<file path="config.mk">
export PLATFORM = sky130hd
export DESIGN_NAME = dsa_avalon_bridge_flat
export DESIGN_NICKNAME = d
export VERILOG_FILES = /design/src/rtl/dsa_avalon_bridge_if.sv /design/src/rtl/dsa_avalon_bridge.sv /design/src/flat_wrapper.sv
export SDC_FILE = /design/constraint.sdc
export NUM_CORES = 1
export LEC_CHECK = 0
export ABC_AREA = 1
export CAP_MARGIN = 30
export CORE_MARGIN = 2
export CORE_UTILIZATION = 30
export DETAILED_ROUTE_END_ITERATION = 8
export PLACE_DENSITY = 0.7
export SETUP_SLACK_MARGIN = 0.02
export SYNTH_ARGS = -nofsm -noshare
export SYNTH_HDL_FRONTEND = slang
export SYNTH_SLANG_ARGS = --single-unit
</file>
<file path="constraint.sdc">
create_clock -name clk -period 4.7 [get_ports clk]
set_clock_uncertainty 0.15 [all_clocks]
set_input_delay 0.94 -clock clk [delete_from_list [all_inputs] [get_ports clk]]
set_output_delay 0.94 -clock clk [all_outputs]
set_load 0.1 [all_outputs]
</file>
<file path="src/rtl/dsa_avalon_bridge_if.sv">
// Bus bundles for dsa_avalon_bridge.
//   dsa_avs_if  : Avalon-MM side; the bridge connects as slave.
//   dsa_host_if : DSA host port (h_*); the bridge connects as master.

interface dsa_avs_if #(
    parameter int ADDR_WIDTH = 16,
    parameter int DATA_WIDTH = 32
) ();
    localparam int BE_W = DATA_WIDTH / 8;

    logic [ADDR_WIDTH-1:0] avs_address;
    logic                  avs_read;
    logic                  avs_write;
    logic [BE_W-1:0]       avs_byteenable;
    logic [DATA_WIDTH-1:0] avs_writedata;
    logic [DATA_WIDTH-1:0] avs_readdata;
    logic                  avs_readdatavalid;
    logic                  avs_waitrequest;
    logic [1:0]            avs_response;

    modport master (
        output avs_address, avs_read, avs_write, avs_byteenable, avs_writedata,
        input  avs_readdata, avs_readdatavalid, avs_waitrequest, avs_response
    );

    modport slave (
        input  avs_address, avs_read, avs_write, avs_byteenable, avs_writedata,
        output avs_readdata, avs_readdatavalid, avs_waitrequest, avs_response
    );
endinterface

interface dsa_host_if #(
    parameter int H_ADDR_WIDTH = 16,
    parameter int DATA_WIDTH   = 32
) ();
    logic                    h_wr_en;
    logic                    h_rd_en;
    logic [H_ADDR_WIDTH-1:0] h_addr;
    logic [DATA_WIDTH-1:0]   h_wdata;
    logic [DATA_WIDTH-1:0]   h_rdata;
    logic                    h_rvalid;

    modport master (
        output h_wr_en, h_rd_en, h_addr, h_wdata,
        input  h_rdata, h_rvalid
    );

    modport slave (
        input  h_wr_en, h_rd_en, h_addr, h_wdata,
        output h_rdata, h_rvalid
    );
endinterface

</file>
<file path="src/rtl/dsa_avalon_bridge.sv">
// dsa_avalon_bridge: Avalon-MM slave in front of the DSA host port.
// One transaction in flight; partial writes become read-modify-write;
// reads complete whenever the host raises h_rvalid.
// Optional read timeout is compiled in with `define DSA_BRIDGE_TIMEOUT_EN.

module dsa_avalon_bridge #(
    parameter int ADDR_WIDTH     = 16,
    parameter int DATA_WIDTH     = 32,
    parameter int H_ADDR_WIDTH   = 16,
    parameter int TIMEOUT_CYCLES = 1024
) (
    input  logic       clk,
    input  logic       reset,
    dsa_avs_if.slave   avs,
    dsa_host_if.master host
);
    localparam int BE_W = DATA_WIDTH / 8;

    // Elaboration-time guards on the configuration.
    if (DATA_WIDTH % 8 != 0) begin : g_bad_data_width
        $error("dsa_avalon_bridge: DATA_WIDTH must be a multiple of 8");
    end
    if (TIMEOUT_CYCLES < 2) begin : g_bad_timeout
        $error("dsa_avalon_bridge: TIMEOUT_CYCLES must be at least 2");
    end

    typedef enum logic [2:0] {
        S_IDLE, S_WR, S_RD_ISSUE, S_RD_WAIT,
        S_RMW_ISSUE, S_RMW_WAIT, S_RMW_WR, S_RESP
    } state_e;

    state_e                  state_q,   state_d;
    logic [H_ADDR_WIDTH-1:0] h_addr_q,  h_addr_d;
    logic [DATA_WIDTH-1:0]   h_wdata_q, h_wdata_d;
    logic [BE_W-1:0]         be_q,      be_d;
    logic [DATA_WIDTH-1:0]   rdata_q,   rdata_d;
    logic                    h_wr_en_q, h_wr_en_d;
    logic                    h_rd_en_q, h_rd_en_d;
    logic                    rvalid_q,  rvalid_d;
    logic [DATA_WIDTH-1:0]   merged;

`ifdef DSA_BRIDGE_TIMEOUT_EN
    localparam int                  CNT_W        = $clog2(TIMEOUT_CYCLES + 1);
    localparam logic [DATA_WIDTH-1:0] TIMEOUT_DATA = DATA_WIDTH'(32'hDEAD_BEEF);

    logic [CNT_W-1:0] cnt_q,  cnt_d;
    logic [1:0]       resp_q, resp_d;
    logic             timeout;

    assign timeout = (cnt_q == CNT_W'(TIMEOUT_CYCLES - 1));
`endif

    // Next-state and next-output computation for the whole bridge.
    always_comb begin
        // NOTE: every variable assigned here gets a default first, so no path can infer a latch.
        state_d   = state_q;
        h_addr_d  = h_addr_q;
        h_wdata_d = h_wdata_q;
        be_d      = be_q;
        rdata_d   = rdata_q;
        h_wr_en_d = 1'b0;
        h_rd_en_d = 1'b0;
        rvalid_d  = 1'b0;
`ifdef DSA_BRIDGE_TIMEOUT_EN
        resp_d    = resp_q;
        cnt_d     = cnt_q;
        if (state_q inside {S_RD_ISSUE, S_RD_WAIT, S_RMW_ISSUE, S_RMW_WAIT}) begin
            cnt_d = cnt_q + 1'b1;
        end
`endif

        // Byte-lane merge: enabled lanes from the pending write, the rest from the host word.
        merged = host.h_rdata;
        for (int i = 0; i < BE_W; i++) begin
            if (be_q[i]) begin
                merged[8*i +: 8] = h_wdata_q[8*i +: 8];
            end
        end

        case (state_q)
            S_IDLE: begin
                if (avs.avs_write) begin
                    // A simultaneous read is dropped: the write takes priority.
                    if (avs.avs_byteenable != '0) begin
                        h_addr_d  = H_ADDR_WIDTH'(avs.avs_address);
                        h_wdata_d = avs.avs_writedata;
                        be_d      = avs.avs_byteenable;
`ifdef DSA_BRIDGE_TIMEOUT_EN
                        cnt_d     = '0;
`endif
                        if (&avs.avs_byteenable) begin
                            state_d   = S_WR;
                            h_wr_en_d = 1'b1;
                        end else begin
                            state_d   = S_RMW_ISSUE;
                            h_rd_en_d = 1'b1;
                        end
                    end
                end else if (avs.avs_read) begin
                    h_addr_d  = H_ADDR_WIDTH'(avs.avs_address);
                    state_d   = S_RD_ISSUE;
                    h_rd_en_d = 1'b1;
`ifdef DSA_BRIDGE_TIMEOUT_EN
                    cnt_d     = '0;
`endif
                end
            end
            S_WR:        state_d = S_IDLE;
            S_RD_ISSUE:  state_d = S_RD_WAIT;
            S_RD_WAIT: begin
                if (host.h_rvalid) begin
                    rdata_d  = host.h_rdata;
                    rvalid_d = 1'b1;
                    state_d  = S_RESP;
`ifdef DSA_BRIDGE_TIMEOUT_EN
                    resp_d   = 2'b00;
                end else if (timeout) begin
                    rdata_d  = TIMEOUT_DATA;
                    resp_d   = 2'b10;
                    rvalid_d = 1'b1;
                    state_d  = S_RESP;
`endif
                end
            end
            S_RMW_ISSUE: state_d = S_RMW_WAIT;
            S_RMW_WAIT: begin
                if (host.h_rvalid) begin
                    h_wdata_d = merged;
                    h_wr_en_d = 1'b1;
                    state_d   = S_RMW_WR;
`ifdef DSA_BRIDGE_TIMEOUT_EN
                end else if (timeout) begin
                    state_d   = S_IDLE;
`endif
                end
            end
            S_RMW_WR:    state_d = S_IDLE;
            S_RESP:      state_d = S_IDLE;
            default:     state_d = S_IDLE;
        endcase
    end

    // State and registered outputs; synchronous reset discards any pending transaction.
    always_ff @(posedge clk) begin
        // NOTE: non-blocking assignments so every flop samples pre-edge values.
        if (reset) begin
            state_q   <= S_IDLE;
            h_addr_q  <= '0;
            h_wdata_q <= '0;
            be_q      <= '0;
            rdata_q   <= '0;
            h_wr_en_q <= 1'b0;
            h_rd_en_q <= 1'b0;
            rvalid_q  <= 1'b0;
`ifdef DSA_BRIDGE_TIMEOUT_EN
            cnt_q     <= '0;
            resp_q    <= 2'b00;
`endif
        end else begin
            state_q   <= state_d;
            h_addr_q  <= h_addr_d;
            h_wdata_q <= h_wdata_d;
            be_q      <= be_d;
            rdata_q   <= rdata_d;
            h_wr_en_q <= h_wr_en_d;
            h_rd_en_q <= h_rd_en_d;
            rvalid_q  <= rvalid_d;
`ifdef DSA_BRIDGE_TIMEOUT_EN
            cnt_q     <= cnt_d;
            resp_q    <= resp_d;
`endif
        end
    end

    // Requests are only accepted in IDLE outside of reset.
    assign avs.avs_waitrequest   = reset || (state_q != S_IDLE);
    assign avs.avs_readdata      = rdata_q;
    assign avs.avs_readdatavalid = rvalid_q;
`ifdef DSA_BRIDGE_TIMEOUT_EN
    assign avs.avs_response      = resp_q;
`else
    assign avs.avs_response      = 2'b00;
`endif

    assign host.h_wr_en = h_wr_en_q;
    assign host.h_rd_en = h_rd_en_q;
    assign host.h_addr  = h_addr_q;
    assign host.h_wdata = h_wdata_q;

endmodule

</file>
<file path="src/flat_wrapper.sv">
// flat-port wrapper written by rule: the top's interface ports become plain ports
module dsa_avalon_bridge_flat 
#(
    parameter int ADDR_WIDTH     = 16,
    parameter int DATA_WIDTH     = 32,
    parameter int H_ADDR_WIDTH   = 16,
    parameter int TIMEOUT_CYCLES = 1024
)
  (clk, reset, avs_avs_address, avs_avs_read, avs_avs_write, avs_avs_byteenable, avs_avs_writedata, avs_avs_readdata, avs_avs_readdatavalid, avs_avs_waitrequest, avs_avs_response, host_h_wr_en, host_h_rd_en, host_h_addr, host_h_wdata, host_h_rdata, host_h_rvalid);
  dsa_avs_if #(.ADDR_WIDTH(ADDR_WIDTH), .DATA_WIDTH(DATA_WIDTH)) avs_i ();
  dsa_host_if #(.H_ADDR_WIDTH(H_ADDR_WIDTH), .DATA_WIDTH(DATA_WIDTH)) host_i ();
  input  logic clk;
  input  logic reset;
  input wire logic [$bits(avs_i.avs_address)-1:0] avs_avs_address;
  input wire logic [$bits(avs_i.avs_read)-1:0] avs_avs_read;
  input wire logic [$bits(avs_i.avs_write)-1:0] avs_avs_write;
  input wire logic [$bits(avs_i.avs_byteenable)-1:0] avs_avs_byteenable;
  input wire logic [$bits(avs_i.avs_writedata)-1:0] avs_avs_writedata;
  output wire logic [$bits(avs_i.avs_readdata)-1:0] avs_avs_readdata;
  output wire logic [$bits(avs_i.avs_readdatavalid)-1:0] avs_avs_readdatavalid;
  output wire logic [$bits(avs_i.avs_waitrequest)-1:0] avs_avs_waitrequest;
  output wire logic [$bits(avs_i.avs_response)-1:0] avs_avs_response;
  output wire logic [$bits(host_i.h_wr_en)-1:0] host_h_wr_en;
  output wire logic [$bits(host_i.h_rd_en)-1:0] host_h_rd_en;
  output wire logic [$bits(host_i.h_addr)-1:0] host_h_addr;
  output wire logic [$bits(host_i.h_wdata)-1:0] host_h_wdata;
  input wire logic [$bits(host_i.h_rdata)-1:0] host_h_rdata;
  input wire logic [$bits(host_i.h_rvalid)-1:0] host_h_rvalid;
  assign avs_i.avs_address = avs_avs_address;
  assign avs_i.avs_read = avs_avs_read;
  assign avs_i.avs_write = avs_avs_write;
  assign avs_i.avs_byteenable = avs_avs_byteenable;
  assign avs_i.avs_writedata = avs_avs_writedata;
  assign avs_avs_readdata = avs_i.avs_readdata;
  assign avs_avs_readdatavalid = avs_i.avs_readdatavalid;
  assign avs_avs_waitrequest = avs_i.avs_waitrequest;
  assign avs_avs_response = avs_i.avs_response;
  assign host_h_wr_en = host_i.h_wr_en;
  assign host_h_rd_en = host_i.h_rd_en;
  assign host_h_addr = host_i.h_addr;
  assign host_h_wdata = host_i.h_wdata;
  assign host_i.h_rdata = host_h_rdata;
  assign host_i.h_rvalid = host_h_rvalid;
  dsa_avalon_bridge #(.ADDR_WIDTH(ADDR_WIDTH), .DATA_WIDTH(DATA_WIDTH), .H_ADDR_WIDTH(H_ADDR_WIDTH), .TIMEOUT_CYCLES(TIMEOUT_CYCLES)) u_core (.clk(clk), .reset(reset), .avs(avs_i), .host(host_i));
endmodule
</file>
==> results.md <==
Die
- 0.0144 mm² — Floorplan Core Area
- 44 — placement row count
- 30.6% — initial core utilization
- 125 µm — die width
- 0.0157 mm² — DIE AREA
- 175 — I/O pin total
- 125 µm — y dimension of the die

Worst setup path
- 38 — top fanout value on the critical path
- u_core.host.h_wdata[6] — Critical R2R Capture
- u_core.state_q[2] — startpoint of the worst register-to-register path
- 7 — number of cells on the worst reg-to-reg path
- input port — Critical Path Start Type
- 3.61 ns — Req. time, crit path
- 1.48 ns — Worst R2R Setup Slack
- 2.27 ns — Arr. time, crit path
- reset — crit path from
- input port to output pin — crit path kind
- output pin — CP Capture Type
- avs_avs_waitrequest — CP endpoint

Detailed routing
- 5 — number of iterations in the first detailed-routing pass
- 4.51 — routed via count divided by cell count
- 4475 — total via count after detailed routing
- 13.6 mm — final wirelength
- 0 — post-detailed-route count of antenna-violating nets
- 0 — DRC violation count after routing
- 13.7 µm — detail-routed net length per standard cell
- 283 — DRT iter0 DRCs

Power and ir drop
- 20.0% — share of total power in the clock network
- 56.1% — Comb pwr share
- 719 mW/mm² — power density normalized to cell area
- 2.24 mW — cell internal pwr
- 2.49 mW — total net switching power
- 52.7% — switch share
- 2.88 nW — leakage power total
- 0.000204 V — worst vdd rail ir drop
- 23.9% — relative contribution of sequential cells to total power

Final layout
- 893 — Net count, final
- 5.56% — share of cells above drive strength 1
- 0.00180 mm² — sequential cell area
- 0 — number of diodes
- 0.00658 mm² — final non-filler cell area
- 1476 — fill count
- 49.2% — growth of design area from synthesis to finish
- 45.6% — utilization of the core after routing
- 0.00204 mm² — area of combinational cells with multiple inputs

Logic synthesis
- 0.00441 mm² — Mapped Area
- 6.71 µm² — average cell area after synthesis
- 90 — number of synthesized register bits
- 26 — count of different cell masters after synthesis
- 40.9% — portion of the post-synthesis area used by sequential elements
- 0 — yosys synthesis warning count
- 657 — number of cells produced by synthesis

Placement
- 0.00619 mm² — standard cell area after detailed placement
- 1.30 ns — post-placement setup slack
- 9.97 mm — HPWL after DPL
- 172 — buffers added on ports
- 0.862 — routability-driven placement congestion ratio

Clock tree
- sky130_fd_sc_hd__clkbuf_16 — root buffer selected by CTS
- 0.06 ns — clock edge transition at the registers on the reported setup and hold paths
- 9 — total CTS buffers
- 0 — count of cells resized by post-cts repair
- 2 — Bufs on Longest Clock Path
- 0 — post-CTS setup buffers
- 90 — number of sinks on the clock net
- built — CTS tree
- 0 — Post-CTS Hold Fix Bufs
- 3 — H-tree levels
- 0.35 ns — insertion delay to the later sink of the worst-skew pair

Timing
- 3.36 ns — shortest period the worst path allows
- 0 ns — final-layout setup total negative slack
- 0 — Final Max Slew Viols
- 1.02 ns — slew at the pin with the worst max-slew slack
- 0 — endpoints failing setup
- 0 — final hold viol count
- 32.1% — slew margin rel.
- 1.34 ns — least setup slack across all paths after layout
- 0.312 ns — Hold WS
- 71.5% — ratio of final minimum period to clock period
- 297 MHz — FMAX
- no — RSZ-0062 raised after global routing

Global route
- 0 — antenna violations before repair
- 4139 — vias in the first global route
- 0 — global-route congestion overflow total
- 53 — pin count of the biggest net entering global routing
- 21.5 mm — global-route wire length before repair
- 17.2% — GRT Total Usage

Run status
- finished clean — outcome

Run
- 0 — total of max-cap violations

Worst hold path
- flop to flop — Hold/Removal Path Class

[placed cells by master (no fill, tap or decap), types with 2 or more instances in the layout]
cell / instances
sky130_fd_sc_hd__a21oi_1: 42
sky130_fd_sc_hd__buf_4: 4
sky130_fd_sc_hd__bufinv_16: 5
sky130_fd_sc_hd__clkbuf_16: 9
sky130_fd_sc_hd__clkdlybuf4s50_1: 171
sky130_fd_sc_hd__conb_1: 2
sky130_fd_sc_hd__dfxtp_1: 90
sky130_fd_sc_hd__inv_1: 90
sky130_fd_sc_hd__inv_2: 2
sky130_fd_sc_hd__nand2_1: 181
sky130_fd_sc_hd__nand2_2: 4
sky130_fd_sc_hd__nand3_1: 37
sky130_fd_sc_hd__nand3_4: 4
sky130_fd_sc_hd__nand4_1: 49
sky130_fd_sc_hd__nor2_1: 79
sky130_fd_sc_hd__nor2_2: 3
sky130_fd_sc_hd__nor2_4: 5
sky130_fd_sc_hd__o21ai_0: 21
[synth_stat cells]
cell type	instances	area share [%]
sky130_fd_sc_hd__inv_1	90	7.7
sky130_fd_sc_hd__nand3_1	37	4.2
sky130_fd_sc_hd__buf_4	6	1.0
sky130_fd_sc_hd__clkbuf_1	19	1.6
sky130_fd_sc_hd__nand3_2	1	0.23
sky130_fd_sc_hd__buf_6	3	0.77
sky130_fd_sc_hd__nand3_4	4	1.6
sky130_fd_sc_hd__inv_2	2	0.17
sky130_fd_sc_hd__clkinv_1	1	0.085
sky130_fd_sc_hd__inv_4	1	0.14
sky130_fd_sc_hd__nand2_1	181	15
sky130_fd_sc_hd__nand4_1	49	7.0
sky130_fd_sc_hd__nor2_2	3	0.43
sky130_fd_sc_hd__o211ai_1	1	0.17
sky130_fd_sc_hd__a21oi_1	42	4.8
sky130_fd_sc_hd__dfxtp_1	90	41
sky130_fd_sc_hd__nand2_2	4	0.57
sky130_fd_sc_hd__conb_1	1	0.085
sky130_fd_sc_hd__o21ai_0	21	2.4
sky130_fd_sc_hd__nor2_4	5	1.3
sky130_fd_sc_hd__buf_2	13	1.5
sky130_fd_sc_hd__nor2_8	1	0.45
sky130_fd_sc_hd__o21ai_2	1	0.20
sky130_fd_sc_hd__nand2_4	1	0.26
sky130_fd_sc_hd__nor2_1	79	6.7
sky130_fd_sc_hd__nand3b_4	1	0.45
[flip-flops by register name, summed over array words and instances (netlist names)]
register,flops
u_core.avs.avs_readdata,32
u_core.avs.avs_readdatavalid,1
u_core.be_q,4
u_core.host.h_addr,16
u_core.host.h_rd_en,1
u_core.host.h_wdata,32
u_core.host.h_wr_en,1
u_core.state_q,3
[stage by stage]
step	total power, mW	cells
4_1_cts	4.77	993
5_1_grt	4.98	993
3_3_place_gp	3.79	977
3_5_place_dp	3.81	977
2_1_floorplan	3.24	658
6_report	4.73	993
[logic make-up (layout without fill, tap and decap cells)]
| family | count (synthesis) | count (layout) | share of synthesized area [%] |
|---|---|---|---|
| simple gates | 366 | 366 | 38.6 |
| buf+inv | 135 | 286 | 12.9 |
| flops | 90 | 90 | 40.9 |
| compound gates | 65 | 65 | 7.52 |
| other cells | 1 | 2 | 0.0851 |
[worst max-delay path, cell delays in order]
cell,delay (ns)
sky130_fd_sc_hd__clkdlybuf4s50_1,0.46
sky130_fd_sc_hd__buf_4,0.36
sky130_fd_sc_hd__clkinv_1,0.16
sky130_fd_sc_hd__nand2_1,0.16
sky130_fd_sc_hd__buf_12,0.19
[area by class of cell]
cell class              count  share of cell area, %
multi-input cells         433                   31.0
clock buffers               9                   3.42
flip-flops and latches     90                   27.4
repair buffers            176                   26.8
clock inverters             7                   2.49
well taps                 184                   3.50
inverters                  94                   5.40
[per-layer routing]
metal,wire length (µm),vias to the layer above,global-route usage [%]
met5,0,-,0
met3,880,26,4.58
li1,-,2351,-
met2,6130,125,26.2
met4,412,0,8.17
met1,6180,1973,22.7
[how the worst min path moves through the flow]
stage,from,depth (start not counted),to,slack [ns]
2_1_floorplan,u_core.be_q[3],2,u_core.be_q[3],0.29
3_3_place_gp,u_core.avs.avs_readdata[23],2,u_core.avs.avs_readdata[23],0.30
3_5_place_dp,u_core.avs.avs_readdata[1],2,u_core.avs.avs_readdata[1],0.30
4_1_cts,u_core.avs.avs_readdata[1],2,u_core.avs.avs_readdata[1],0.31
5_1_grt,u_core.avs.avs_readdata[1],2,u_core.avs.avs_readdata[1],0.33
6_report,u_core.avs.avs_readdata[1],2,u_core.avs.avs_readdata[1],0.31
[power groups by stage]
stage	sequential, mW	combinational [mW]	clock [mW]
2_1_floorplan	2.42	0.816	0
3_3_place_gp	1.14	2.65	0
3_5_place_dp	1.15	2.66	0
4_1_cts	1.13	2.67	0.964
5_1_grt	1.16	2.83	1.00
6_report	1.13	2.66	0.944
No activity file was read; power rests on OpenSTA's default activity.
